`src/rtl/hex_page_debugger_pkg.sv`:
```
// Shared constants and helpers for the paged hex debug viewer:
// 7-segment codes, a constant-safe clog2 and the hex-to-segment decode.
package hex_page_debugger_pkg;

  // Active-low segment codes, bit order {g,f,e,d,c,b,a}
  localparam logic [6:0] SEG_0     = 7'h40;
  localparam logic [6:0] SEG_1     = 7'h79;
  localparam logic [6:0] SEG_2     = 7'h24;
  localparam logic [6:0] SEG_3     = 7'h30;
  localparam logic [6:0] SEG_4     = 7'h19;
  localparam logic [6:0] SEG_5     = 7'h12;
  localparam logic [6:0] SEG_6     = 7'h02;
  localparam logic [6:0] SEG_7     = 7'h78;
  localparam logic [6:0] SEG_8     = 7'h00;
  localparam logic [6:0] SEG_9     = 7'h10;
  localparam logic [6:0] SEG_A     = 7'h08;
  localparam logic [6:0] SEG_B     = 7'h03;
  localparam logic [6:0] SEG_C     = 7'h46;
  localparam logic [6:0] SEG_D     = 7'h21;
  localparam logic [6:0] SEG_E     = 7'h06;
  localparam logic [6:0] SEG_F     = 7'h0E;
  localparam logic [6:0] SEG_BLANK = 7'h7F;

  function automatic int clog2(input int value);
    int result;
    result = 0;
    while ((1 << result) < value) begin
      result = result + 1;
    end
    return result;
  endfunction

  // Counter/index width that never collapses to zero bits
  function automatic int width_of(input int value);
    return (clog2(value) < 1) ? 1 : clog2(value);
  endfunction

  function automatic logic [6:0] hex_to_seg(input logic [3:0] nibble);
    case (nibble)
      4'h0: return SEG_0;
      4'h1: return SEG_1;
      4'h2: return SEG_2;
      4'h3: return SEG_3;
      4'h4: return SEG_4;
      4'h5: return SEG_5;
      4'h6: return SEG_6;
      4'h7: return SEG_7;
      4'h8: return SEG_8;
      4'h9: return SEG_9;
      4'hA: return SEG_A;
      4'hB: return SEG_B;
      4'hC: return SEG_C;
      4'hD: return SEG_D;
      4'hE: return SEG_E;
      default: return SEG_F;
    endcase
  endfunction

endpackage

```
`src/rtl/hex_page_debugger_debounce.sv`:
```
// Button conditioner: 2-FF synchroniser, stability counter and a one-cycle
// pulse on each accepted rising edge of the debounced level.
module hex_page_debugger_debounce
  import hex_page_debugger_pkg::*;
#(
  parameter int DEBOUNCE_CYC = 500_000
) (
  input  logic clk,
  input  logic rst_n,
  input  logic btn,
  output logic pulse
);

  localparam int CW = width_of(DEBOUNCE_CYC);
  localparam logic [CW-1:0] CNT_LAST = CW'(DEBOUNCE_CYC - 1);

  logic [1:0]    sync_reg;
  logic          level_reg;
  logic [CW-1:0] cnt_reg;
  logic          pulse_reg;
  logic          accept;

  // The counter only runs while the synchronised sample disagrees with the
  // accepted level; any agreeing sample restarts the stability window.
  assign accept = (sync_reg[1] != level_reg) && (cnt_reg == CNT_LAST);

  always_ff @(posedge clk or negedge rst_n) begin
    if (!rst_n) begin
      sync_reg  <= '0;
      level_reg <= 1'b0;
      cnt_reg   <= '0;
      pulse_reg <= 1'b0;
    end else begin
      sync_reg  <= {sync_reg[0], btn};
      pulse_reg <= accept && sync_reg[1];
      if (sync_reg[1] == level_reg) begin
        cnt_reg <= '0;
      end else if (accept) begin
        level_reg <= sync_reg[1];
        cnt_reg   <= '0;
      end else begin
        cnt_reg <= cnt_reg + 1'b1;
      end
    end
  end

  assign pulse = pulse_reg;

endmodule

```
`src/rtl/hex_page_debugger.sv`:
```
// Paged 7-segment viewer for a wide debug bus: button/auto page navigation,
// freeze snapshot and a registered hex display of the selected page.
module hex_page_debugger
  import hex_page_debugger_pkg::*;
#(
  parameter  int DEBUG_W      = 128,
  parameter  int DIGITS       = 8,
  parameter  int DEBOUNCE_CYC = 500_000,
  parameter  int AUTO_DIV     = 50_000_000,
  localparam int PAGE_BITS    = 4 * DIGITS,
  localparam int PAGES        = (DEBUG_W + PAGE_BITS - 1) / PAGE_BITS,
  localparam int PG_W         = width_of(PAGES)
) (
  input  logic                  clk,
  input  logic                  rst_n,
  input  logic [DEBUG_W-1:0]    debug,
  input  logic                  btn_next,
  input  logic                  btn_prev,
  input  logic                  btn_hold,
  input  logic                  auto_en,
  output logic [7*DIGITS-1:0]   hex_seg,
  output logic [PG_W-1:0]       page_idx,
  output logic                  hold_on
);

  localparam int SRC_W = PAGES * PAGE_BITS;
  localparam int TW    = width_of(AUTO_DIV);
  localparam logic [TW-1:0]   AUTO_LAST = TW'(AUTO_DIV - 1);
  localparam logic [PG_W-1:0] PAGE_LAST = PG_W'(PAGES - 1);

  logic [2:0] btn_raw;
  logic [2:0] btn_pulse;
  logic       next_p, prev_p, hold_p;

  assign btn_raw = {btn_hold, btn_prev, btn_next};

  genvar gi;
  generate
    for (gi = 0; gi < 3; gi++) begin : g_btn
      hex_page_debugger_debounce #(
        .DEBOUNCE_CYC(DEBOUNCE_CYC)
      ) u_debounce (
        .clk   (clk),
        .rst_n (rst_n),
        .btn   (btn_raw[gi]),
        .pulse (btn_pulse[gi])
      );
    end
  endgenerate

  assign next_p = btn_pulse[0];
  assign prev_p = btn_pulse[1];
  assign hold_p = btn_pulse[2];

  logic [PG_W-1:0]      page_reg, page_next;
  logic [TW-1:0]        timer_reg, timer_next;
  logic                 hold_on_reg;
  logic [DEBUG_W-1:0]   snapshot_reg;
  logic [7*DIGITS-1:0]  hex_seg_reg, hex_seg_next;
  logic                 manual, auto_tc, step_fwd, step_bwd;

  // A manual press on the terminal cycle swallows the auto step
  assign manual   = next_p | prev_p;
  assign auto_tc  = auto_en && !hold_on_reg && (timer_reg == AUTO_LAST);
  assign step_fwd = (next_p && !prev_p) || (auto_tc && !manual);
  assign step_bwd = prev_p && !next_p;

  always_comb begin
    page_next = page_reg;
    if (step_fwd) begin
      page_next = (page_reg == PAGE_LAST) ? '0 : page_reg + 1'b1;
    end else if (step_bwd) begin
      page_next = (page_reg == '0) ? PAGE_LAST : page_reg - 1'b1;
    end
  end

  always_comb begin
    timer_next = timer_reg + 1'b1;
    if (!auto_en || hold_on_reg || manual || auto_tc) begin
      timer_next = '0;
    end
  end

  logic [DEBUG_W-1:0]   src;
  logic [SRC_W-1:0]     src_ext;
  logic [PAGE_BITS-1:0] page_words [PAGES];
  logic [PAGE_BITS-1:0] cur_page;

  always_comb begin
    src_ext              = '0;
    src_ext[DEBUG_W-1:0] = src;
  end

  assign src = hold_on_reg ? snapshot_reg : debug;

  generate
    for (gi = 0; gi < PAGES; gi++) begin : g_page
      assign page_words[gi] = src_ext[gi*PAGE_BITS +: PAGE_BITS];
    end
    for (gi = 0; gi < DIGITS; gi++) begin : g_digit
      assign hex_seg_next[7*gi +: 7] = hex_to_seg(cur_page[4*gi +: 4]);
    end
  endgenerate

  assign cur_page = page_words[page_reg];

  always_ff @(posedge clk or negedge rst_n) begin
    if (!rst_n) begin
      page_reg     <= '0;
      timer_reg    <= '0;
      hold_on_reg  <= 1'b0;
      snapshot_reg <= '0;
      hex_seg_reg  <= '1;
    end else begin
      page_reg    <= page_next;
      timer_reg   <= timer_next;
      hex_seg_reg <= hex_seg_next;
      if (hold_p) begin
        hold_on_reg <= !hold_on_reg;
        if (!hold_on_reg) begin
          snapshot_reg <= debug;
        end
      end
    end
  end

  assign hex_seg  = hex_seg_reg;
  assign page_idx = page_reg;
  assign hold_on  = hold_on_reg;

endmodule

```
`config.mk`:
```
export PLATFORM = sky130hd
export DESIGN_NAME = hex_page_debugger
export DESIGN_NICKNAME = d
export VERILOG_FILES = /design/src/rtl/hex_page_debugger_pkg.sv /design/src/rtl/hex_page_debugger_debounce.sv /design/src/rtl/hex_page_debugger.sv
export SDC_FILE = /design/constraint.sdc
export NUM_CORES = 1
export LEC_CHECK = 0
export CAP_MARGIN = 20
export CELL_PAD_IN_SITES_DETAIL_PLACEMENT = 1
export CELL_PAD_IN_SITES_GLOBAL_PLACEMENT = 1
export CORE_MARGIN = 2
export CORE_UTILIZATION = 52
export DETAILED_ROUTE_END_ITERATION = 12
export DONT_BUFFER_PORTS = 1
export PLACE_DENSITY_LB_ADDON = 0.1
export SETUP_SLACK_MARGIN = 0.1
export SLEW_MARGIN = 20
export SYNTH_ARGS = -nofsm -noshare
export SYNTH_HDL_FRONTEND = slang
export SYNTH_SLANG_ARGS = --single-unit
export TNS_END_PERCENT = 30
```
`constraint.sdc`:
```
create_clock -name clk -period 3.2 [get_ports clk]
set_input_delay 0.32 -clock clk [delete_from_list [all_inputs] [get_ports clk]]
set_output_delay 0.32 -clock clk [all_outputs]
set_load 0.01 [all_outputs]
```
## Word level (Yosys, flattened, before mapping)

Memories as Yosys holds them, arrays and structs flattened. A register that Yosys moved wholly into a read port is not among the register bits.
Cells that the tools add are included.

- Flip-flop bits (word level): 226
- ROM bits: 896
- Input bits: 134
- Output and inout bits: 59
- Logic and storage cells: 95
- Memories kept: 8

Memories:

| memory | depth | bits a word | read ports | clocked after Yosys merged registers in | write ports | line | RTL |
|---|---|---|---|---|---|---|---|
| (name not given) | 16 | 7 | 1 | 1 | 0 | hex_page_debugger_pkg.sv:39 | `case (nibble)` |
| (name not given) | 16 | 7 | 1 | 1 | 0 | hex_page_debugger_pkg.sv:39 |  |
| (name not given) | 16 | 7 | 1 | 1 | 0 | hex_page_debugger_pkg.sv:39 |  |
| (name not given) | 16 | 7 | 1 | 1 | 0 | hex_page_debugger_pkg.sv:39 |  |
| (name not given) | 16 | 7 | 1 | 1 | 0 | hex_page_debugger_pkg.sv:39 |  |
| (name not given) | 16 | 7 | 1 | 1 | 0 | hex_page_debugger_pkg.sv:39 |  |
| +2 memories | - | - | - | - | - | - |  |

- Add/subtract/negate cells: 6
- $lt $le $gt $ge: 1
- Equal/unequal tests: 11
- Mux-type cells: 15
- Bitwise logic cells: 5
- Reduce and logical (&&, ||, !) cells: 33

Operators with widths:

| operator | count |
|---|---|
| 2-to-1 mux 128 bit | 1 |
| 2-to-1 mux 19 bit | 6 |
| binary-select mux 32 bit (select 2 bit) | 1 |
| 2-to-1 mux 32 bit | 2 |
| adder 19 x 1 -> 19 bit (second input constant) | 3 |
| equality test 19 bit (second input constant) | 3 |
| adder 26 x 1 -> 26 bit (second input constant) | 1 |
| equality test 26 bit (second input constant) | 1 |
| 2-to-1 mux 26 bit | 1 |
| logical NOT 1 bit | 13 |
| logical AND 1 bit | 11 |
| 2-to-1 mux 2 bit | 4 |
| AND reduction 2 bit | 3 |
| logical OR 1 bit | 4 |
| equality test 1 bit | 3 |
| greater-or-equal comparator 3 bit (second input constant) | 1 |
| != test 1 bit | 3 |
| inverter 1 bit | 3 |
| inverter 2 -> 3 bit | 1 |
| adder 2 x 1 -> 2 bit (second input constant) | 1 |
| equality test 2 bit (second input constant) | 1 |
| logical NOT 2 bit | 1 |
| nonzero test 2 bit | 1 |
| subtractor 2 x 1 -> 2 bit (second input constant) | 1 |
| bitwise OR 1 bit | 1 |

## Logic depth before layout (Yosys ltp)

Gate-level depths: netlist (run 1).

- Depth in word-level cells: 6
- Gate-level depth with buffers: 11
- Gate-level depth less buffers: 8

## Modules after synthesis

Synthesis (run 1) repeated with hierarchy kept, for this count alone.

- Cell total of the unflattened synthesis: 1,247
- Area, all modules: 15,304.7 µm²

Modules (own cells, without submodules):

| module | times used | cells each | area an instance (µm²) | sequential area each (µm²) |
|---|---|---|---|---|
| hex_page_debugger | 1 | 940 | 11,923.9 | 5,400.2 |
| hex_page_debugger_debounce (g_btn[1].u_debounce ...) | 2 | 102 | 1,123.6 | 575.6 |
| hex_page_debugger_debounce (g_btn[0].u_debounce) | 1 | 103 | 1,133.6 | 575.6 |

## Worst setup path after synthesis (run 1)

OpenSTA, ideal clock, no wires.

- Path type: reg-to-reg
- Start: register hold_on_reg, in the netlist hold_on
- End: register hex_seg_reg[13], in the netlist hex_seg[13]
- Setup time: 79 ps
- Arrival: 2,448 ps
- Data required time: 3,121 ps
- Slack: 673 ps
- Stages on the path, launching flop included: 10
- Buffers on the path: 3
- Period minus slack after synthesis: 2,527 ps
- Cell sequence: dfrtp_1 -> buf_6 -> buf_12 -> buf_4 -> mux4_2 -> a21oi_2 -> inv_1 -> ha_1 -> mux2_1 -> a22o_1

- Longest elaborated chain between the ends: 4

RTL lines:

| element | line | RTL |
|---|---|---|
| start: declaration | hex_page_debugger.sv:57 | `logic hold_on_reg;` |
| start signal: assignment | hex_page_debugger.sv:119 | `hold_on_reg <= !hold_on_reg;` |
| 2-to-1 mux 128 bit | - |  |
| binary-select mux 32 bit (select 2 bit) | hex_page_debugger.sv:105 | `assign cur_page = page_words[page_reg];` |
| 2-to-1 mux 32 bit (implied by the code) (2 in series) | hex_page_debugger.sv:105 |  |
| end: declaration | hex_page_debugger.sv:59 | `logic [7*DIGITS-1:0] hex_seg_reg, hex_seg_next;` |

Every way passes these cells. The select of a mux whose other input is x is not followed.
A chain may end at the register's enable or synchronous reset.

## Worst setup path after layout (run 1)

- Start: register hold_on_reg, in the netlist hold_on
- End: register hex_seg_reg[27], in the netlist hex_seg[27]

The elaborated chain is that of the path after synthesis.

==> results of run 1 <==
==> metrics by stage <==
step / setup WS, ps / instances / util / area [um2]
3_5_place_dp: 365 / 1570 / 0.547 / 15300
4_1_cts: 335 / 1763 / 0.634 / 17800
2_1_floorplan: 673 / 1216 / - / 14900
6_report: 248 / 1763 / 0.634 / 17800
3_3_place_gp: 429 / 1570 / 0.547 / 15300
5_1_grt: 110 / 1763 / 0.634 / 17800
==> path summary, 6_finish.rpt <==
kind                                                   end  slack (ps)  cells after the start                       startpoint
setup / recovery                               hex_seg[27]         250                      7                          hold_on
setup reg to reg                               hex_seg[27]         250                      7                          hold_on
min in group clk                              timer_reg[1]         150                      3                          auto_en
hold reg to reg            g_btn[1].u_debounce.sync_reg[1]         340                      0  g_btn[1].u_debounce.sync_reg[0]
hold / removal                            snapshot_reg[63]        -500                      0                            rst_n
max in group asynchronous                      hex_seg[44]        3200                      0                            rst_n
==> cells by family after synthesis <==
| kind of cell | count (synthesis) | synth area share |
|---|---|---|
| XOR/XNOR | 84 | 0.0495 |
| multiplexers | 285 | 0.233 |
| AND/OR/NAND/NOR | 285 | 0.0983 |
| AO/OA/AOI/OAI | 122 | 0.0600 |
| buffers and inverters | 104 | 0.0349 |
| adder cells (fa/ha/maj) | 54 | 0.0454 |
| flip-flops | 282 | 0.479 |
==> power breakdown <==
group / internal (uW) / switching (uW)
Combinational: 361 / 312
Clock: 2310 / 1560
Sequential: 3780 / 139
==> synth_stat cells, types with 7 or more instances <==
library cell	count
a21oi_2	22
xnor2_1	35
nand2_1	37
clkbuf_1	10
nor3b_1	26
a21o_1	8
nand3b_1	8
o21ai_1	9
nor2_1	103
buf_4	11
dfstp_2	56
nand3_1	37
ha_1	54
and3_1	8
nor4_1	7
mux4_2	33
a21oi_1	12
o31ai_1	9
inv_1	42
nor3_1	9
and4_1	7
xor2_1	49
mux2i_1	96
dfrtp_1	226
mux2_2	152
a22o_1	16
o22ai_1	32
buf_2	33
nand4_1	20
==> cell type report <==
type	instances	area, um2	share of cell area
Multi-Input combinational cell	830	7230	0.407
Sequential cell	282	7130	0.402
Timing Repair Buffer	169	1650	0.0927
Clock buffer	53	1040	0.0584
Tap cell	378	473	0.0266
Inverter	42	158	0.00888
Clock inverter	9	72.6	0.00409
==> routing by layer <==
metal,up-vias,part of all wire
li1,4645,-
met1,5440,0.41
met2,324,0.49
met3,117,0.058
met4,0,0.042
met5,-,0
==> impl_metrics.ini, run 1 <==
[outcome]
status = complete, but fails checks
failed_checks = negative hold slack

[sta]
finalSetupTns_ps = 0
fmaxAchievable_mhz = 339
period_share = 0.922
tightest_slew_ps = 834
fin_worst_hold_slack_ps = -505
min_period_ps = 2950
hold_viol = 282
finalMaxSlewViolations = 0
timing.slew.headroom = 0.439
rsz0062_at_grt = no
clock_skew_ps = 19.8
setup_viol = 0

[placed_design]
routabilityCongestion = 0.823
io_buffers = 0
dpl.hpwl_mm = 24.4

[floorplan]
ios = 193
die_w_um = 173
design.core.area_um2 = 28000
die-area_um2 = 30000
start_util = 0.531
die_h_um = 173
rows = 61

[layout]
diodes = 0
largest_reg_flops = 128
drive_gt1_frac = 0.263
mostFrequentLayoutCells = 223 x dfrtp_1, 152 x mux2_2, 131 x dlygate4sd3_1
fillCellCount = 2782
nNetsFinal = 1547
final_common_cell = dfrtp_1
area_growth_pct = 19.4

[clocking]
clk_latency_ps = 510
cts_buffers = 34
clk_pin_slew_ps = 70
numClockSinks = 282
cts_setup_buffers = 0
ctsResizeCount = 0
cts-root-buf = clkbuf_16
tritoncts = built
htree_num_levels = 2
cts_hold_buffers = 131
clk_path_buf_depth = 3

[flow_run]
maxCapViolations = 0

[routing]
routed_wl_mm = 43.4
antenna_left = 0
drtPass1Iterations = 5
drc = 0
vias = 10526
wl_per_cell_um = 24.6
via_per_inst = 5.97
drt_iter0_drc = 735

[critical_path]
cp.required_ps = 3650
cp_cell_sequence = buf_4, mux4_2, a21oi_1, inv_1, ha_1, mux2_1, a22o_1
startpoint_type = flip-flop
crit_arrival_ps = 3400
worst-path-max-fanout = 10
critical-path-slowest-cell = dfrtp_2
crit_path_max_incr_delay_ps = 610
crit_buf_inv = 2
setup.worst_path.class = reg -> reg
worstSetupEndpointType = flip-flop
crit_family = multiplexers

[global_routing]
grtUsageMet3 = 0.0624
grt_max_degree = 283
busiest_layer = met2
grt_pass1_wl_mm = 68.7
grt_use_met2 = 0.489
antenna_found_initial = 0
grt_util_met1 = 0.371
grtUsageTotal = 0.292
grt-ovfl-total = 0
grt_pass1_vias = 11593

[synth]
ys_async_sr_fraction = 1.00
syn-cell-area_um2 = 14900
synth-edff-count = 0
syn_nets = 1404
synth_area_leader_cell = dfrtp_1
syn_inst = 1216
ys_ff_latch = 282
ys_seq_area_frac = 0.479
yosys_warnings = 0
ys_top_cells_by_area = dfrtp_1 38%, mux2_2 12%, dfstp_2 9.9%
syn_area_per_cell_um2 = 12.2
synth.distinct_cells = 50
synthFlopType = dfrtp_1
synth.top_cell.area_share = 0.380

[pwr]
leakagePower_uw = 0.00791
powerDensity_nw_per_um2 = 477
power_uw = 8470
vdd.ir_drop.worst_v = 0.000475

[min_path]
hp-class = in -> async
Note: power is estimated with default switching activity, not from simulation.
==> run 2: changes to the inputs <==
--- a/config.mk
+++ b/config.mk
@@ -8,6 +8,7 @@
 export CAP_MARGIN = 20
 export CELL_PAD_IN_SITES_DETAIL_PLACEMENT = 1
 export CELL_PAD_IN_SITES_GLOBAL_PLACEMENT = 1
+export CORE_ASPECT_RATIO = 1.1
 export CORE_MARGIN = 2
 export CORE_UTILIZATION = 52
 export DETAILED_ROUTE_END_ITERATION = 12
==> run 2 against run 1 <==
Compared with the run above: the run still ends with negative hold slack left; die area hardly changed; fmax increased by 3.9%; cell count is 1.7% lower; clock-buffer cell count fell by 7; worst setup slack improved by 110 ps; clock power down 9.6%; sequential cell count is the same; sequential share of layout area is 0.47 points higher; non-clock buffer count decreased by 10; via count decreased by 3.0%; critical path type unchanged; highest routed layer unchanged.
==> impl_metrics.ini, run 2 (synthesis results as in run 1) <==
[layout]
mostFrequentLayoutCells = 223 x dfrtp_1, 152 x mux2_2, 131 x dlygate4sd3_1
design_area_um2 = 17500
largest_reg_flops = 128
drive_gt1_frac = 0.258
final_util = 0.628
final_common_cell = dfrtp_1
nNetsFinal = 1534
area_growth_pct = 18.0

[floorplan]
die_h_um = 181
rows = 64
design.core.area_um2 = 27900
die-area_um2 = 30000
ios = 193
die_w_um = 165
start_util = 0.532

[routing]
antenna_left = 0
met3_length_mm = 2.57
routed_wl_mm = 42.0
top_layer = met4
drtPass1Iterations = 4
wl_per_cell_um = 24.2
drt_iter0_drc = 552
vias = 10212
met1_length_mm = 16.9
drc = 0
via_per_inst = 5.89
met2_length_mm = 20.7

[placed_design]
dpl.hpwl_mm = 23.7
placed_area_um2 = 15200
io_buffers = 0
routabilityCongestion = 0.826

[clocking]
htree_num_levels = 1
clk_pin_slew_ps = 60
cts_buffers = 31
cts_hold_buffers = 131
cts-root-buf = clkbuf_16
cts_setup_buffers = 0
numClockSinks = 282
clk_path_buf_depth = 3
ctsResizeCount = 0
clk_latency_ps = 550
tritoncts = built

[global_routing]
grt_pass1_wl_mm = 66.0
antenna_found_initial = 1
grt_pass1_vias = 11538
grtUsageTotal = 0.284
grt-ovfl-total = 0
grt_max_degree = 283

[flow_run]
maxCapViolations = 0

[critical_path]
cp.required_ps = 3670
startpoint = page_idx[0]
worst-path-max-fanout = 40
worstSetupEndpointType = flip-flop
reg2reg_depth = 7
r2r-start = page_idx[0]
crit_arrival_ps = 3310
setup.worst_path.class = reg -> reg
startpoint_type = flip-flop

[outcome]
failed_checks = negative hold slack
status = complete, but fails checks

[sta]
clock_skew_ps = 18.6
finalMaxSlewViolations = 0
setup_viol = 0
fin_worst_hold_slack_ps = -504
min_period_ps = 2840
tightest_slew_ps = 923
hold_viol = 245
period_share = 0.888
finalSetupTns_ps = 0
rsz0062_at_grt = no
fmaxAchievable_mhz = 352
timing.slew.headroom = 0.380

[min_path]
hp-class = in -> async

[pwr]
vdd.ir_drop.worst_v = 0.000430
leakagePower_uw = 0.00781
powerDensity_nw_per_um2 = 461
power_uw = 8090
## run 2: cell type report
| cell class | instances | area, um2 |
|---|---|---|
| Antenna cell | 1 | 2.50 |
| Clock buffer | 46 | 922 |
| Clock inverter | 10 | 73.8 |
| Fill cell | 2736 | 10400 |
| Inverter | 42 | 158 |
| Multi-Input combinational cell | 830 | 7230 |
| Sequential cell | 282 | 7130 |
| Tap cell | 363 | 454 |
| Timing Repair Buffer | 159 | 1570 |
## run 2: path summary, 6_finish.rpt
check	endpoint	slack (ps)
worst min-delay path	snapshot_reg[5]	-500
min in group clk	timer_reg[1]	140
worst min register to register	g_btn[1].u_debounce.sync_reg[1]	360
max in group asynchronous	page_idx[0]	2930
worst max-delay path	hex_seg[27]	360
worst max register to register	hex_seg[27]	360
## run 2: metrics by stage
step | setup slack [ps] | std cells
6_report | 359 | 1733
5_1_grt | 215 | 1733
4_1_cts | 457 | 1732
3_5_place_dp | 461 | 1545
3_3_place_gp | 558 | 1545
2_1_floorplan | 673 | 1216
## run 2: report_power, final
group	leakage (uW)	internal, uW	switching, uW
clock network	0.000501	2050	1440
logic	0.00390	361	309
registers	0.00341	3780	140
## run 2: worst max-delay path, stage by stage (launching register included)
cell,delay [ps]
dfrtp_4,640
buf_12,320
mux4_2,410
a21oi_2,380
inv_1,160
ha_1,290
mux2_1,340
a22o_1,190
## run 2: per-layer routing
| layer | up-vias | track usage |
|---|---|---|
| met5 | - | 0 |
| met2 | 279 | 0.484 |
| met1 | 5207 | 0.351 |
| met3 | 108 | 0.0612 |
| met4 | 0 | 0.108 |
| li1 | 4618 | - |
